## config.mk

```make
export PLATFORM = sky130hd
export DESIGN_NAME = axil_gpio_ctrl_flat
export DESIGN_NICKNAME = d
export VERILOG_FILES = /design/src/rtl/axil_gpio_pkg.sv /design/src/rtl/axil_gpio_ctrl_if.sv /design/src/rtl/gpio_in_sync.sv /design/src/rtl/axil_gpio_ctrl.sv /design/src/flat_wrapper.sv
export SDC_FILE = /design/constraint.sdc
export NUM_CORES = 1
export LEC_CHECK = 0
export BUFFER_PORTS_ARGS = -buffer_cell sky130_fd_sc_hd__buf_4
export CAP_MARGIN = 10
export CORE_UTILIZATION = 47
export DETAILED_ROUTE_END_ITERATION = 7
export GPL_ROUTABILITY_DRIVEN = 0
export PLACE_DENSITY = 0.8
export REMOVE_ABC_BUFFERS = 1
export SYNTH_ARGS = -nofsm -noshare
export SYNTH_HDL_FRONTEND = slang
export SYNTH_SLANG_ARGS = --single-unit
```

## constraint.sdc

```tcl
create_clock -name aclk -period 4.8 [get_ports aclk]
set_input_delay 0.96 -clock aclk [delete_from_list [all_inputs] [get_ports aclk]]
set_output_delay 0.96 -clock aclk [all_outputs]
set_load 0.02 [all_outputs]
```

## src/rtl/axil_gpio_pkg.sv

```systemverilog
// Shared constants and types for the AXI4-Lite GPIO controller: register
// offsets, AXI response codes, offset-decode index type and a strobe helper.
package axil_gpio_pkg;

  typedef enum logic [2:0] {
    IDX_DATA_OUT   = 3'd0,
    IDX_DIR        = 3'd1,
    IDX_DATA_IN    = 3'd2,
    IDX_IRQ_EN     = 3'd3,
    IDX_IRQ_STATUS = 3'd4,
    IDX_RSVD5      = 3'd5,
    IDX_RSVD6      = 3'd6,
    IDX_RSVD7      = 3'd7
  } reg_idx_e;

  localparam logic [4:0] OFF_DATA_OUT   = {IDX_DATA_OUT,   2'b00};
  localparam logic [4:0] OFF_DIR        = {IDX_DIR,        2'b00};
  localparam logic [4:0] OFF_DATA_IN    = {IDX_DATA_IN,    2'b00};
  localparam logic [4:0] OFF_IRQ_EN     = {IDX_IRQ_EN,     2'b00};
  localparam logic [4:0] OFF_IRQ_STATUS = {IDX_IRQ_STATUS, 2'b00};

  localparam logic [1:0] RESP_OKAY   = 2'b00;
  localparam logic [1:0] RESP_SLVERR = 2'b10;

  function automatic logic [31:0] strb_to_mask(input logic [3:0] strb);
    logic [31:0] mask;
    mask = '0;
    for (int unsigned i = 0; i < 4; i++) begin
      mask[8*i +: 8] = {8{strb[i]}};
    end
    return mask;
  endfunction

endpackage

```

## src/rtl/axil_gpio_ctrl_if.sv

```systemverilog
// AXI4-Lite slave bus bundle for axil_gpio_ctrl; master side is the interconnect.
interface axil_gpio_ctrl_if #(
  parameter int unsigned ADDR_WIDTH = 32
);
  logic [ADDR_WIDTH-1:0] s_awaddr;
  logic                  s_awvalid;
  logic                  s_awready;
  logic [31:0]           s_wdata;
  logic [3:0]            s_wstrb;
  logic                  s_wvalid;
  logic                  s_wready;
  logic [1:0]            s_bresp;
  logic                  s_bvalid;
  logic                  s_bready;
  logic [ADDR_WIDTH-1:0] s_araddr;
  logic                  s_arvalid;
  logic                  s_arready;
  logic [31:0]           s_rdata;
  logic [1:0]            s_rresp;
  logic                  s_rvalid;
  logic                  s_rready;

  modport master (
    output s_awaddr, s_awvalid, s_wdata, s_wstrb, s_wvalid, s_bready,
           s_araddr, s_arvalid, s_rready,
    input  s_awready, s_wready, s_bresp, s_bvalid, s_arready,
           s_rdata, s_rresp, s_rvalid
  );

  modport slave (
    input  s_awaddr, s_awvalid, s_wdata, s_wstrb, s_wvalid, s_bready,
           s_araddr, s_arvalid, s_rready,
    output s_awready, s_wready, s_bresp, s_bvalid, s_arready,
           s_rdata, s_rresp, s_rvalid
  );
endinterface

```

## src/rtl/gpio_in_sync.sv

```systemverilog
// Two-flop pin synchronizer; with AXIL_GPIO_IRQ_EN a third stage provides a
// rising-edge vector, otherwise the edge output is tied low.
module gpio_in_sync #(
  parameter int unsigned WIDTH = 16
) (
  input  logic             clk_i,
  input  logic             rst_i,
  input  logic [WIDTH-1:0] async_i,
  output logic [WIDTH-1:0] sync_o,
  output logic [WIDTH-1:0] rise_o
);
  logic [WIDTH-1:0] sync1_q;
  logic [WIDTH-1:0] sync2_q;

  always_ff @(posedge clk_i or posedge rst_i) begin
    if (rst_i) begin
      sync1_q <= '0;
      sync2_q <= '0;
    end else begin
      sync1_q <= async_i;
      sync2_q <= sync1_q;
    end
  end

  assign sync_o = sync2_q;

`ifdef AXIL_GPIO_IRQ_EN
  logic [WIDTH-1:0] sync3_q;

  always_ff @(posedge clk_i or posedge rst_i) begin
    if (rst_i) sync3_q <= '0;
    else       sync3_q <= sync2_q;
  end

  assign rise_o = sync2_q & ~sync3_q;
`else
  assign rise_o = '0;
`endif

endmodule

```

## src/rtl/axil_gpio_ctrl.sv

```systemverilog
// AXI4-Lite GPIO controller: DATA_OUT/DIR/DATA_IN registers, plus IRQ_EN,
// IRQ_STATUS (RW1C) and a registered irq when AXIL_GPIO_IRQ_EN is defined.
module axil_gpio_ctrl
  import axil_gpio_pkg::*;
#(
  parameter int unsigned ADDR_WIDTH = 32,
  parameter int unsigned GPIO_WIDTH = 16
) (
  input  logic                  aclk,
  input  logic                  areset,
  axil_gpio_ctrl_if.slave       s_axil,
  input  logic [GPIO_WIDTH-1:0] gpio_in,
  output logic [GPIO_WIDTH-1:0] gpio_out,
  output logic [GPIO_WIDTH-1:0] gpio_oe,
  output logic                  irq
);
  logic                  live_q;
  logic                  aw_held_q, aw_held_d;
  logic [ADDR_WIDTH-1:0] awaddr_q, awaddr_d;
  logic                  w_held_q, w_held_d;
  logic [31:0]           wdata_q, wdata_d;
  logic [3:0]            wstrb_q, wstrb_d;
  logic                  bvalid_q, bvalid_d;
  logic [1:0]            bresp_q, bresp_d;
  logic                  rvalid_q, rvalid_d;
  logic [31:0]           rdata_q, rdata_d;
  logic [1:0]            rresp_q, rresp_d;
  logic [GPIO_WIDTH-1:0] dout_q, dout_d;
  logic [GPIO_WIDTH-1:0] dir_q, dir_d;

  logic [GPIO_WIDTH-1:0] din_sync;
  logic [GPIO_WIDTH-1:0] din_rise;

  logic                  aw_fire, w_fire, ar_fire, commit;
  reg_idx_e              wr_idx, rd_idx;
  logic [31:0]           wr_data, wr_mask, rd_val;
  logic [1:0]            rd_resp;
  logic [GPIO_WIDTH-1:0] wr_bits, wr_keep;

`ifdef AXIL_GPIO_IRQ_EN
  logic [GPIO_WIDTH-1:0] irq_en_q, irq_en_d;
  logic [GPIO_WIDTH-1:0] irq_st_q, irq_st_d;
  logic [GPIO_WIDTH-1:0] w1c;
  logic                  irq_q;
`endif

  gpio_in_sync #(.WIDTH(GPIO_WIDTH)) u_sync (
    .clk_i  (aclk),
    .rst_i  (areset),
    .async_i(gpio_in),
    .sync_o (din_sync),
    .rise_o (din_rise)
  );

  assign s_axil.s_awready = live_q && !aw_held_q && !bvalid_q;
  assign s_axil.s_wready  = live_q && !w_held_q  && !bvalid_q;
  assign s_axil.s_arready = live_q && !rvalid_q;
  assign s_axil.s_bvalid  = bvalid_q;
  assign s_axil.s_bresp   = bresp_q;
  assign s_axil.s_rvalid  = rvalid_q;
  assign s_axil.s_rdata   = rdata_q;
  assign s_axil.s_rresp   = rresp_q;

  assign aw_fire = s_axil.s_awvalid && s_axil.s_awready;
  assign w_fire  = s_axil.s_wvalid  && s_axil.s_wready;
  assign ar_fire = s_axil.s_arvalid && s_axil.s_arready;
  // Commit as soon as both halves are present, whether held or arriving now.
  assign commit  = (aw_held_q || aw_fire) && (w_held_q || w_fire);

  assign wr_idx  = reg_idx_e'(aw_held_q ? awaddr_q[4:2] : s_axil.s_awaddr[4:2]);
  assign wr_data = w_held_q ? wdata_q : s_axil.s_wdata;
  assign wr_mask = strb_to_mask(w_held_q ? wstrb_q : s_axil.s_wstrb);
  assign wr_bits = wr_data[GPIO_WIDTH-1:0] & wr_mask[GPIO_WIDTH-1:0];
  assign wr_keep = ~wr_mask[GPIO_WIDTH-1:0];
  assign rd_idx  = reg_idx_e'(s_axil.s_araddr[4:2]);

  always_comb begin
    aw_held_d = aw_held_q;
    awaddr_d  = awaddr_q;
    w_held_d  = w_held_q;
    wdata_d   = wdata_q;
    wstrb_d   = wstrb_q;
    bvalid_d  = bvalid_q;
    bresp_d   = bresp_q;
    dout_d    = dout_q;
    dir_d     = dir_q;
`ifdef AXIL_GPIO_IRQ_EN
    irq_en_d  = irq_en_q;
    w1c       = '0;
`endif

    if (bvalid_q && s_axil.s_bready) bvalid_d = 1'b0;

    if (commit) begin
      aw_held_d = 1'b0;
      w_held_d  = 1'b0;
      bvalid_d  = 1'b1;
      bresp_d   = RESP_OKAY;
      case (wr_idx)
        IDX_DATA_OUT: dout_d = (dout_q & wr_keep) | wr_bits;
        IDX_DIR:      dir_d  = (dir_q  & wr_keep) | wr_bits;
        IDX_DATA_IN:  ;
`ifdef AXIL_GPIO_IRQ_EN
        IDX_IRQ_EN:     irq_en_d = (irq_en_q & wr_keep) | wr_bits;
        IDX_IRQ_STATUS: w1c      = wr_bits;
`else
        IDX_IRQ_EN:     ;
        IDX_IRQ_STATUS: ;
`endif
        default:      bresp_d = RESP_SLVERR;
      endcase
    end else begin
      if (aw_fire) begin
        aw_held_d = 1'b1;
        awaddr_d  = s_axil.s_awaddr;
      end
      if (w_fire) begin
        w_held_d = 1'b1;
        wdata_d  = s_axil.s_wdata;
        wstrb_d  = s_axil.s_wstrb;
      end
    end

`ifdef AXIL_GPIO_IRQ_EN
    // A new edge outranks a same-cycle clear of that bit.
    irq_st_d = (irq_st_q & ~w1c) | din_rise;
`endif
  end

  always_comb begin
    rd_val  = '0;
    rd_resp = RESP_OKAY;
    case (rd_idx)
      IDX_DATA_OUT: rd_val[GPIO_WIDTH-1:0] = dout_q;
      IDX_DIR:      rd_val[GPIO_WIDTH-1:0] = dir_q;
      IDX_DATA_IN:  rd_val[GPIO_WIDTH-1:0] = din_sync;
`ifdef AXIL_GPIO_IRQ_EN
      IDX_IRQ_EN:     rd_val[GPIO_WIDTH-1:0] = irq_en_q;
      IDX_IRQ_STATUS: rd_val[GPIO_WIDTH-1:0] = irq_st_q;
`else
      IDX_IRQ_EN:     ;
      IDX_IRQ_STATUS: ;
`endif
      default:      rd_resp = RESP_SLVERR;
    endcase

    rvalid_d = rvalid_q;
    rdata_d  = rdata_q;
    rresp_d  = rresp_q;
    if (rvalid_q && s_axil.s_rready) rvalid_d = 1'b0;
    if (ar_fire) begin
      rvalid_d = 1'b1;
      rdata_d  = rd_val;
      rresp_d  = rd_resp;
    end
  end

  always_ff @(posedge aclk or posedge areset) begin
    if (areset) begin
      live_q    <= 1'b0;
      aw_held_q <= 1'b0;
      awaddr_q  <= '0;
      w_held_q  <= 1'b0;
      wdata_q   <= '0;
      wstrb_q   <= '0;
      bvalid_q  <= 1'b0;
      bresp_q   <= '0;
      rvalid_q  <= 1'b0;
      rdata_q   <= '0;
      rresp_q   <= '0;
      dout_q    <= '0;
      dir_q     <= '0;
    end else begin
      live_q    <= 1'b1;
      aw_held_q <= aw_held_d;
      awaddr_q  <= awaddr_d;
      w_held_q  <= w_held_d;
      wdata_q   <= wdata_d;
      wstrb_q   <= wstrb_d;
      bvalid_q  <= bvalid_d;
      bresp_q   <= bresp_d;
      rvalid_q  <= rvalid_d;
      rdata_q   <= rdata_d;
      rresp_q   <= rresp_d;
      dout_q    <= dout_d;
      dir_q     <= dir_d;
    end
  end

`ifdef AXIL_GPIO_IRQ_EN
  always_ff @(posedge aclk or posedge areset) begin
    if (areset) begin
      irq_en_q <= '0;
      irq_st_q <= '0;
      irq_q    <= 1'b0;
    end else begin
      irq_en_q <= irq_en_d;
      irq_st_q <= irq_st_d;
      irq_q    <= |(irq_st_q & irq_en_q);
    end
  end

  assign irq = irq_q;
`else
  assign irq = 1'b0;
`endif

  assign gpio_out = dout_q;
  assign gpio_oe  = dir_q;

  logic unused_bits;
  assign unused_bits = ^{awaddr_q, s_axil.s_araddr, wr_data, wr_mask, din_rise};

endmodule

```

## src/flat_wrapper.sv

```systemverilog
// flat-port wrapper written by rule: the top's interface ports become plain ports
module axil_gpio_ctrl_flat import axil_gpio_pkg::*;
#(
  parameter int unsigned ADDR_WIDTH = 32,
  parameter int unsigned GPIO_WIDTH = 16
)
  (aclk, areset, gpio_in, gpio_out, gpio_oe, irq, s_axil_s_awaddr, s_axil_s_awvalid, s_axil_s_wdata, s_axil_s_wstrb, s_axil_s_wvalid, s_axil_s_bready, s_axil_s_araddr, s_axil_s_arvalid, s_axil_s_rready, s_axil_s_awready, s_axil_s_wready, s_axil_s_bresp, s_axil_s_bvalid, s_axil_s_arready, s_axil_s_rdata, s_axil_s_rresp, s_axil_s_rvalid);
  axil_gpio_ctrl_if #(.ADDR_WIDTH(ADDR_WIDTH)) s_axil_i ();
  input  logic aclk;
  input  logic areset;
  input  logic [GPIO_WIDTH-1:0] gpio_in;
  output logic [GPIO_WIDTH-1:0] gpio_out;
  output logic [GPIO_WIDTH-1:0] gpio_oe;
  output logic irq;
  input wire logic [$bits(s_axil_i.s_awaddr)-1:0] s_axil_s_awaddr;
  input wire logic [$bits(s_axil_i.s_awvalid)-1:0] s_axil_s_awvalid;
  input wire logic [$bits(s_axil_i.s_wdata)-1:0] s_axil_s_wdata;
  input wire logic [$bits(s_axil_i.s_wstrb)-1:0] s_axil_s_wstrb;
  input wire logic [$bits(s_axil_i.s_wvalid)-1:0] s_axil_s_wvalid;
  input wire logic [$bits(s_axil_i.s_bready)-1:0] s_axil_s_bready;
  input wire logic [$bits(s_axil_i.s_araddr)-1:0] s_axil_s_araddr;
  input wire logic [$bits(s_axil_i.s_arvalid)-1:0] s_axil_s_arvalid;
  input wire logic [$bits(s_axil_i.s_rready)-1:0] s_axil_s_rready;
  output wire logic [$bits(s_axil_i.s_awready)-1:0] s_axil_s_awready;
  output wire logic [$bits(s_axil_i.s_wready)-1:0] s_axil_s_wready;
  output wire logic [$bits(s_axil_i.s_bresp)-1:0] s_axil_s_bresp;
  output wire logic [$bits(s_axil_i.s_bvalid)-1:0] s_axil_s_bvalid;
  output wire logic [$bits(s_axil_i.s_arready)-1:0] s_axil_s_arready;
  output wire logic [$bits(s_axil_i.s_rdata)-1:0] s_axil_s_rdata;
  output wire logic [$bits(s_axil_i.s_rresp)-1:0] s_axil_s_rresp;
  output wire logic [$bits(s_axil_i.s_rvalid)-1:0] s_axil_s_rvalid;
  assign s_axil_i.s_awaddr = s_axil_s_awaddr;
  assign s_axil_i.s_awvalid = s_axil_s_awvalid;
  assign s_axil_i.s_wdata = s_axil_s_wdata;
  assign s_axil_i.s_wstrb = s_axil_s_wstrb;
  assign s_axil_i.s_wvalid = s_axil_s_wvalid;
  assign s_axil_i.s_bready = s_axil_s_bready;
  assign s_axil_i.s_araddr = s_axil_s_araddr;
  assign s_axil_i.s_arvalid = s_axil_s_arvalid;
  assign s_axil_i.s_rready = s_axil_s_rready;
  assign s_axil_s_awready = s_axil_i.s_awready;
  assign s_axil_s_wready = s_axil_i.s_wready;
  assign s_axil_s_bresp = s_axil_i.s_bresp;
  assign s_axil_s_bvalid = s_axil_i.s_bvalid;
  assign s_axil_s_arready = s_axil_i.s_arready;
  assign s_axil_s_rdata = s_axil_i.s_rdata;
  assign s_axil_s_rresp = s_axil_i.s_rresp;
  assign s_axil_s_rvalid = s_axil_i.s_rvalid;
  axil_gpio_ctrl #(.ADDR_WIDTH(ADDR_WIDTH), .GPIO_WIDTH(GPIO_WIDTH)) u_core (.aclk(aclk), .areset(areset), .s_axil(s_axil_i), .gpio_in(gpio_in), .gpio_out(gpio_out), .gpio_oe(gpio_oe), .irq(irq));
endmodule
```

After elaboration in Yosys (flattened, before gate mapping)
Cells that the tools add are included.
{ "totals": {"in_bits": 123, "elab_cells": 73, "output_inout_bits": 74, "reg_bits": 112} }
{ "classes": {"bitwise": 7, "muxes": 14, "n_reduce_logical": 29, "eq_ne": 8} }
{ "op_table": {"columns": ["cell", "count"], "rows": [
  ["AND 16 bit", 3],
  ["case mux 16 bit (3 select lines)", 1],
  ["bitwise OR 16 bit", 2],
  ["two-way mux 16 bit", 1],
  ["inverter 16 bit", 1],
  ["equality test 3 x 2 -> 1 bit, second input constant", 4],
  ["logical AND 1 bit", 11],
  ["OR reduction 5 bit", 2],
  ["two-way mux 1 bit", 8],
  ["AND reduction 2 bit", 4],
  ["nonzero test 2 bit", 4],
  ["equality test 3 x 1 -> 1 bit, second input constant", 2],
  ["equality test 3 bit, second input constant", 2],
  ["zero test 3 bit", 2],
  ["two-way mux 2 bit", 3],
  ["zero test 1 bit", 4],
  ["two-way mux 3 bit", 1],
  ["logical OR 1 bit", 2],
  ["inverter 1 bit", 1]
]} }

Longest topological paths before layout
Gate-level depths: netlist of run 1.
{ "depth": {"word_depth": 8, "ltp_mapped": 7} }

Cells and area by module
A second synthesis of run 1 with hierarchy kept.
{ "unflattened": {"hier_cells": 334, "hier_area_um2": 4541.9} }
{ "modules_own_cells": {"columns": ["mod", "area_per_inst_um2", "cells_each", "seq_area_each_um2", "n_inst"], "rows": [
  ["axil_gpio_ctrl", 3613.5, 284, 1901.8, 1],
  ["gpio_in_sync", 928.4, 50, 800.8, 1]
]} }

Worst setup path before layout of run 1
No wires, ideal clock.
{ "synth_path": {"kind": "input to register", "startpoint": "input s_axil_s_awaddr[3]", "endpoint": "register with a tool-made name", "arrival_time_ns": 2.475, "n_path_buf": 0, "required_time_ns": 4.672, "stages": 4, "setup_slack_ns": 2.197, "setup_ns": 0.128, "path_cell_list": "or3_1 a222oi_1 nand3b_1 mux2_1"} }
{ "synth_lines": {"columns": ["item", "line", "text"], "rows": [
  ["start: declaration", "flat_wrapper.sv:15", "input wire logic [$bits(s_axil_i.s_awaddr)-1:0] s_axil_s_awaddr;"]
]} }

==> results of run 1 <==
-- cell usage after synthesis --
cell type    n
a211oi_1     1
conb_1       2
a21oi_1      2
inv_1        5
buf_4       19
nand2b_1     1
mux2i_1     19
nor2_1       4
a222oi_1     1
o211ai_1     1
nor2b_1      2
nor3_1       1
buf_1        2
clkbuf_1    11
nand3b_1     6
mux2_1       4
nand2_1     23
mux2_2      66
or3b_1       1
o21ai_0     22
a22o_1      16
dfrtp_1    108
or3_1        1
-- critical path: stages --
cell      delay, ns
buf_4          0.11
or3_1          0.37
a222oi_1       0.57
nand3b_1       0.55
mux2_1         0.48
-- metal layers --
| layer | GRT usage (%) | wire [um] |
|---|---|---|
| met4 | 7.12 | 111 |
| met3 | 3.97 | 472 |
| met2 | 32.6 | 4470 |
| met1 | 26.1 | 3980 |
| met5 | 0 | 0 |
-- layout make-up --
cell class | count | area [um2]
Fill cell | 715 | 3470
Sequential cell | 108 | 2700
Clock buffer | 10 | 128
Multi-Input combinational cell | 191 | 1530
Tap cell | 108 | 135
Timing Repair Buffer | 105 | 788
Inverter | 5 | 21.3
Clock inverter | 4 | 76.3
-- how the worst min path moves through the flow --
stage	end	slack [ns]	depth (start not counted)
floorplan	u_core.u_sync.sync_o[0]	0.33	0
global placement	u_core.u_sync.sync_o[2]	0.33	0
detailed placement	u_core.u_sync.sync_o[0]	0.33	0
CTS	u_core.u_sync.sync_o[0]	0.36	0
global route	u_core.u_sync.sync_o[4]	0.36	0
finish	u_core.u_sync.sync_o[4]	0.35	0
-- logic make-up (layout without fill, tap and decap cells) --
family / Yosys count / after routing / synth area share (%)
other: 2 / 20 / 0.172
and+or+nand+nor: 39 / 39 / 4.24
muxes: 89 / 89 / 22.4
buffers and inverters: 37 / 124 / 4.81
DFF: 108 / 108 / 61.9
AOI/OAI and AO/OA: 43 / 43 / 6.53
-- power by group through the flow --
stage,registers (mW),clock network [mW],logic [mW]
final,1.32,0.572,0.980
after global routing,1.35,0.623,1.05
after CTS,1.32,0.588,0.992
after detailed placement,1.34,0,0.989
after global placement,1.32,0,0.958
after floorplan,1.49,0,0.423
==> results by stage, run 1 <==
Status:
- The run finished, with violations left.
- The final reports fail on design-rule violations.

Worst hold path:
- The path class of the tightest hold or removal check is reg2reg.
- The worst hold path begins at u_core.u_sync.sync1_q[4].

Drt:
- The count of nets left with antenna violations once routing finished came out at 0.
- The number of DRC markers in iteration 0 is 100.
- The post-route DRC violation count is 11.
- The total length of routed wires is 9.03 mm.
- The overall via count from detail_route is 2800.
- In the final routed layout, each cell accounts on average for 17.0 um.
- After detailed routing, the number of vias per cell comes to 5.27.
- The count of TritonRoute iterations in the first routing pass is 8.

Floorplanning:
- The number of core rows is 34.
- The initial utilization of the core area, before any placement, comes to 49.4%.
- The placeable core region is 8850 um2.
- Measured along the x axis, the die boundary spans 98.4 um.
- The total I/O pin count is 197.
- The die covers 9690 um2.
- The die is 98.4 um tall.

Power:
- Per report_power, the clock group accounts for 19.9% of the total.
- Cell internal power was estimated by the tool at 1.94 mW.
- The total power consumption of the routed design is 2.87 mW.
- The worst supply voltage drop on vdd is 0.260 mV.
- The sequential group share of total power is 46.0%.
- The combinational share of power is 34.1%.
- The total leakage power is 2.63 nW.
- Summed over all nets, the switching power comes to 0.935 mW.
- In this run switching power makes up 32.5% of total power.
- For this design the ratio of total power to cell area is 534 nW/um2.

Logic synthesis:
- The fraction of synthesized cell area taken by the top area cell type is 61.9%.
- After synthesis, the cell types taking the most area are dfrtp_1 (62%), mux2_2 (17%), mux2i_1 (4.4%).
- The library cell occupying the most area in the post-synthesis netlist is dfrtp_1.
- The number of warnings printed during yosys synthesis is 0.
- Synthesis instantiated 23 different standard cells from the library.
- The cell area after synthesis is 4370 um2.
- The synthesis-stage register bit count is 108.
- The cell count after synthesis came out at 318.
- A synthesized cell averages 13.7 um2.
- The sequential area share after synthesis is 61.9%.

CTS:
- The buffer depth of the longest clock path is 2.
- The number of setup buffers added after CTS is 0.
- After clock tree synthesis, the repair step resized 0 gates.
- The H-tree depth is 3.
- The clock insertion delay at the later pin of the skew report is 0.35 ns.
- After clock tree synthesis, the clock-pin slew on the worst setup and hold paths is 0.10 ns.
- The number of buffers created by CTS is 9.
- The clock net sink count is 108.
- Buffers inserted to repair hold after CTS numbered 0.
- CTS placed an instance of clkbuf_8 at the clock tree root.
- TritonCTS built the clock tree.

Finish:
- The most common cell after layout, fill and taps aside is dfrtp_1.
- The number of standard cells in the layout, taps in and fillers out is 531.
- In the layout the commonest cells are dfrtp_1 (108), buf_4 (105), mux2_2 (66).
- The core utilization of the finished layout is 60.8%.
- Relative to the synthesized area, the layout overhead comes to 23.2%.
- The count of inserted antenna diode cells is 0.
- The post-route cell area is 5380 um2.
- After the last flow step, the layout net total stands at 543.
- Cells with a size suffix above 1 make up 44.2% of the layout.

Critical path:
- The data required time at the worst endpoint is 5.04 ns.
- The worst register-to-register path has a setup slack of 2.23 ns.
- The worst setup path is captured at a flip-flop.
- Tracing the worst setup path back leads to its startpoint at s_axil_s_awaddr[3].
- The depth of the most critical reg-to-reg path is 4.
- The startpoint identified for the worst register-to-register timing path is u_core.aw_held_q.
- The largest fanout on the critical path is 8.
- The worst setup path is launched from an input port.
- The critical path in this run is classified as in2reg.
- Data arrives at the worst endpoint at 3.05 ns.

Timing:
- The worst-case setup margin in the final layout is 1.99 ns.
- Setup violations remaining at the end of the flow were counted as 0.
- Final hold analysis gives a worst-case slack of 0.352 ns.
- Setup repair after global routing left no endpoint under its margin.
- The final-report max-slew violation count came to 0.
- The post-route setup TNS is 0 ns.
- At the pin with the least slew margin, the transition time is 1.19 ns.
- The part of the cycle the worst path needs is 58.6%.
- Headroom to the max-slew limit came out at 20.4%.
- The clock period could shrink to 2.81 ns.
- The final-report hold violation count is 0.
- The upper clock frequency limit is 356 MHz.
- Across the routed clock network, the largest skew measured is 0.0116 ns.

Placed design:
- The cell total after placement is 517.
- OpenSTA, run right after detailed placement, puts the worst setup slack at 1.58 ns.
- The post-placement cell area is 5180 um2.
- The number of buffers added on ports is 101.
- The detailed placer's ending HPWL is 6.12 mm.

Global routing:
- The via count of the first global-routing pass is 2806.
- The initial antenna violation count is 0.
- The first global-routing pass estimated 14.4 mm of wire.
- The total overflow left after global routing is 0.
- Entering global routing, the biggest net connects 84 pins.
- The aggregate global-route resource usage is 19.7%.

Job:
- The total of max-cap violations is 0.
No activity file was read; power rests on OpenSTA's default activity.
==> inputs of run 2 (changes only) <==
- clock period: 4.8 -> 2.6 ns (I/O delays scaled with it)
==> results by stage, run 2 (same netlist as run 1, synthesis figures left out) <==
Placed design:
- The number of buffers added on ports is 101.
- In this run, placement finished with an instance count of 522.
- Detailed placement finished with a half-perimeter wire length of 6.39 mm.

Drt:
- The final route contains 2803 vias.
- For this block, the initial DRC count from the detailed router was 53.
- After detailed routing, the number of vias per cell comes to 5.21.
- The post-route antenna net violation count is 0.
- The total length of routed wires is 9.31 mm.
- After detailed routing, the average wire length per cell comes to 17.3 um.
- The post-route DRC violation count is 11.
- The count of TritonRoute iterations in the first routing pass is 8.

Status:
- The checks that failed: design-rule violations.
- The run finished, with violations left.

Floorplanning:
- In this run the horizontal extent of the chip is 98.4 um.
- In this run the core area contains 34 standard-cell rows.
- The initial standard-cell utilization of the core is 49.4%.
- The height of the die is 98.4 um.
- The total I/O pin count is 197.
- The placeable core region is 8850 um2.
- The die outline area is 9690 um2.

Critical path:
- The data required time at the worst endpoint is 2.85 ns.
- The critical path's largest stage delay is 0.60 ns.
- Traced cell by cell, the critical path runs through or3_1 > a222oi_1 > nand2_1 > mux2_2.
- Of all nets on the critical path, the largest fanout is 8.
- By startpoint and endpoint, the worst setup path is classified as reg2reg.
- The critical path startpoint category is a flip-flop.
- Data arrives at the worst endpoint at 2.70 ns.
- For this design, the slowest cell found on the critical path is a222oi_1.
- The worst setup path is captured at a flip-flop.

CTS:
- The number of buffers created by CTS is 9.
- The later pin in the worst-skew pair is clocked with a latency of 0.36 ns.
- The H-tree depth is 3.
- The total of cells resized after clock tree synthesis is 0.
- The number of buffers inserted for hold repair after clock tree synthesis is 0.
- The clock-pin slew reported for the worst setup and hold paths after clock tree synthesis is 0.10 ns.
- The buffer depth of the longest clock path is 2.
- The buffer count from post-CTS setup fixing is 0.
- The library cell used as clock root buffer is clkbuf_8.
- The clock net sink count is 108.
- The clock tree from TritonCTS is done.

Timing:
- The part of the cycle the worst path needs is 94.5%.
- The final-report max-slew violation count is 0.
- The post-route setup TNS is 0 ns.
- Setup repair after global routing left no endpoint under its margin.
- Derived from the worst setup path, the maximum achievable clock frequency is 407 MHz.
- The smallest hold slack is 0.195 ns.
- The worst path in the final design needs a cycle of 2.46 ns, including I/O delays and setup.
- For the pin with the worst max-slew slack, the measured transition is 0.816 ns.
- The remaining max-slew budget at the tightest pin is 45.4%.
- Setup violations remaining at the end of the flow were counted as 0.
- The final-report hold violation count is 0.
- The setup skew after layout is 0.00909 ns.

Finish:
- The number of antenna diodes in the final layout is 0.
- Leaving out fill and tap cells, the most frequent cells in the layout are buf_4 (109), dfrtp_1 (108), mux2_2 (66).
- The number of standard cells in the layout, taps in and fillers out is 538.
- The proportion of layout cells with a drive suffix above 1 is 45.3%.
- The signed area change from the synthesized netlist to the final layout is 24.5%.
- The final-stage net count is 548.
- The fill cell instance count of the final layout is 702.
- Across the whole layout, storage elements account for 2700 um2.
- Leaving out fill and tap cells, the most frequent cell in the layout is buf_4.
- The multi-input combinational cells in the finished layout cover a total of 1530 um2.

Global routing:
- The via count of the first global-routing pass is 2814.
- For this run the aggregate overflow at the end of global routing stands at 0.
- The initial antenna violation count was 0.
- The aggregate global-route resource usage is 20.4%.
- The wire length of the first global-routing pass is 14.8 mm.
- Entering global routing, the biggest net connects 52 pins.

Worst hold path:
- The tightest min-delay check is of the in2async type.

Power:
- For this design the ratio of total power to cell area is 979 nW/um2.
- After layout, the design draws a total of 5.32 mW.
- Summed over all cells, the static leakage comes to 2.66 nW.
- The worst supply voltage drop on vdd is 0.451 mV.

Job:
- Across the run, the number of max-cap violations was 0.
run 2: cell types whose count changed in the layout (fill, tap and decap cells not counted), sizes merged:
cell      before  now
buf          105  110
clkinvlp       1    3
bufinv         2    1
inv            5    6
run 2: worst max-delay path, delay by kind of cell (launching register included):
| family | cells | cell delay (ns) |
|---|---|---|
| AND/OR/NAND/NOR | 2 | 0.86 |
| AO/OA/AOI/OAI | 1 | 0.60 |
| multiplexers | 1 | 0.40 |
| flip-flops | 1 | 0.48 |
run 2: power breakdown:
group	internal [mW]	total (mW)	switching, mW	leakage [nW]
clock network	0.480	1.05	0.574	0.0966
logic	0.923	1.81	0.886	1.22
registers	2.14	2.46	0.324	1.35
run 2: worst paths after layout:
| path | startpoint | end | slack, ns | cells past startpoint |
|---|---|---|---|---|
| setup / recovery | u_core.aw_held_q | flip-flop | 0.14 | 4 |
| hold / removal | areset | u_core.s_axil.s_rdata[8] | 0.19 | 2 |
| setup reg to reg | u_core.aw_held_q | flip-flop | 0.14 | 4 |
| hold reg to reg | u_core.u_sync.sync1_q[4] | u_core.u_sync.sync_o[4] | 0.35 | 0 |
| max in group asynchronous | areset | asynchronous set/reset pin | 1.75 | 3 |
| min in group aclk | gpio_in[0] | u_core.u_sync.sync1_q[0] | 0.25 | 1 |
run 2: per-stage QoR:
| stage | setup WS [ns] | util, % | cell area (um2) |
|---|---|---|---|
| after detailed placement | -0.00571 | 59.1 | 5230 |
| after floorplan | -0.766 | - | 4250 |
| after global placement | 0.104 | 59.1 | 5230 |
| after CTS | 0.158 | 61.5 | 5440 |
| after global routing | 0.000500 | 61.5 | 5440 |
| final | 0.143 | 61.5 | 5440 |
run 2: area by class of cell:
cell class / instances / area share [%]
clock inverter: 6 / 1.33
timing repair buffer: 110 / 15.4
sequential: 108 / 49.7
clock buffer: 10 / 2.53
tap: 108 / 2.48
multi-input combinational: 191 / 28.2
inverter: 5 / 0.391
run 2: per-layer routing:
metal | GRT usage [%] | share of wire [%] | up-vias
li1 | - | - | 1285
met3 | 4.11 | 5.3 | 16
met4 | 8.50 | 2.1 | 0
met2 | 33.2 | 49 | 99
met1 | 27.1 | 43 | 1403
met5 | 0 | 0 | -
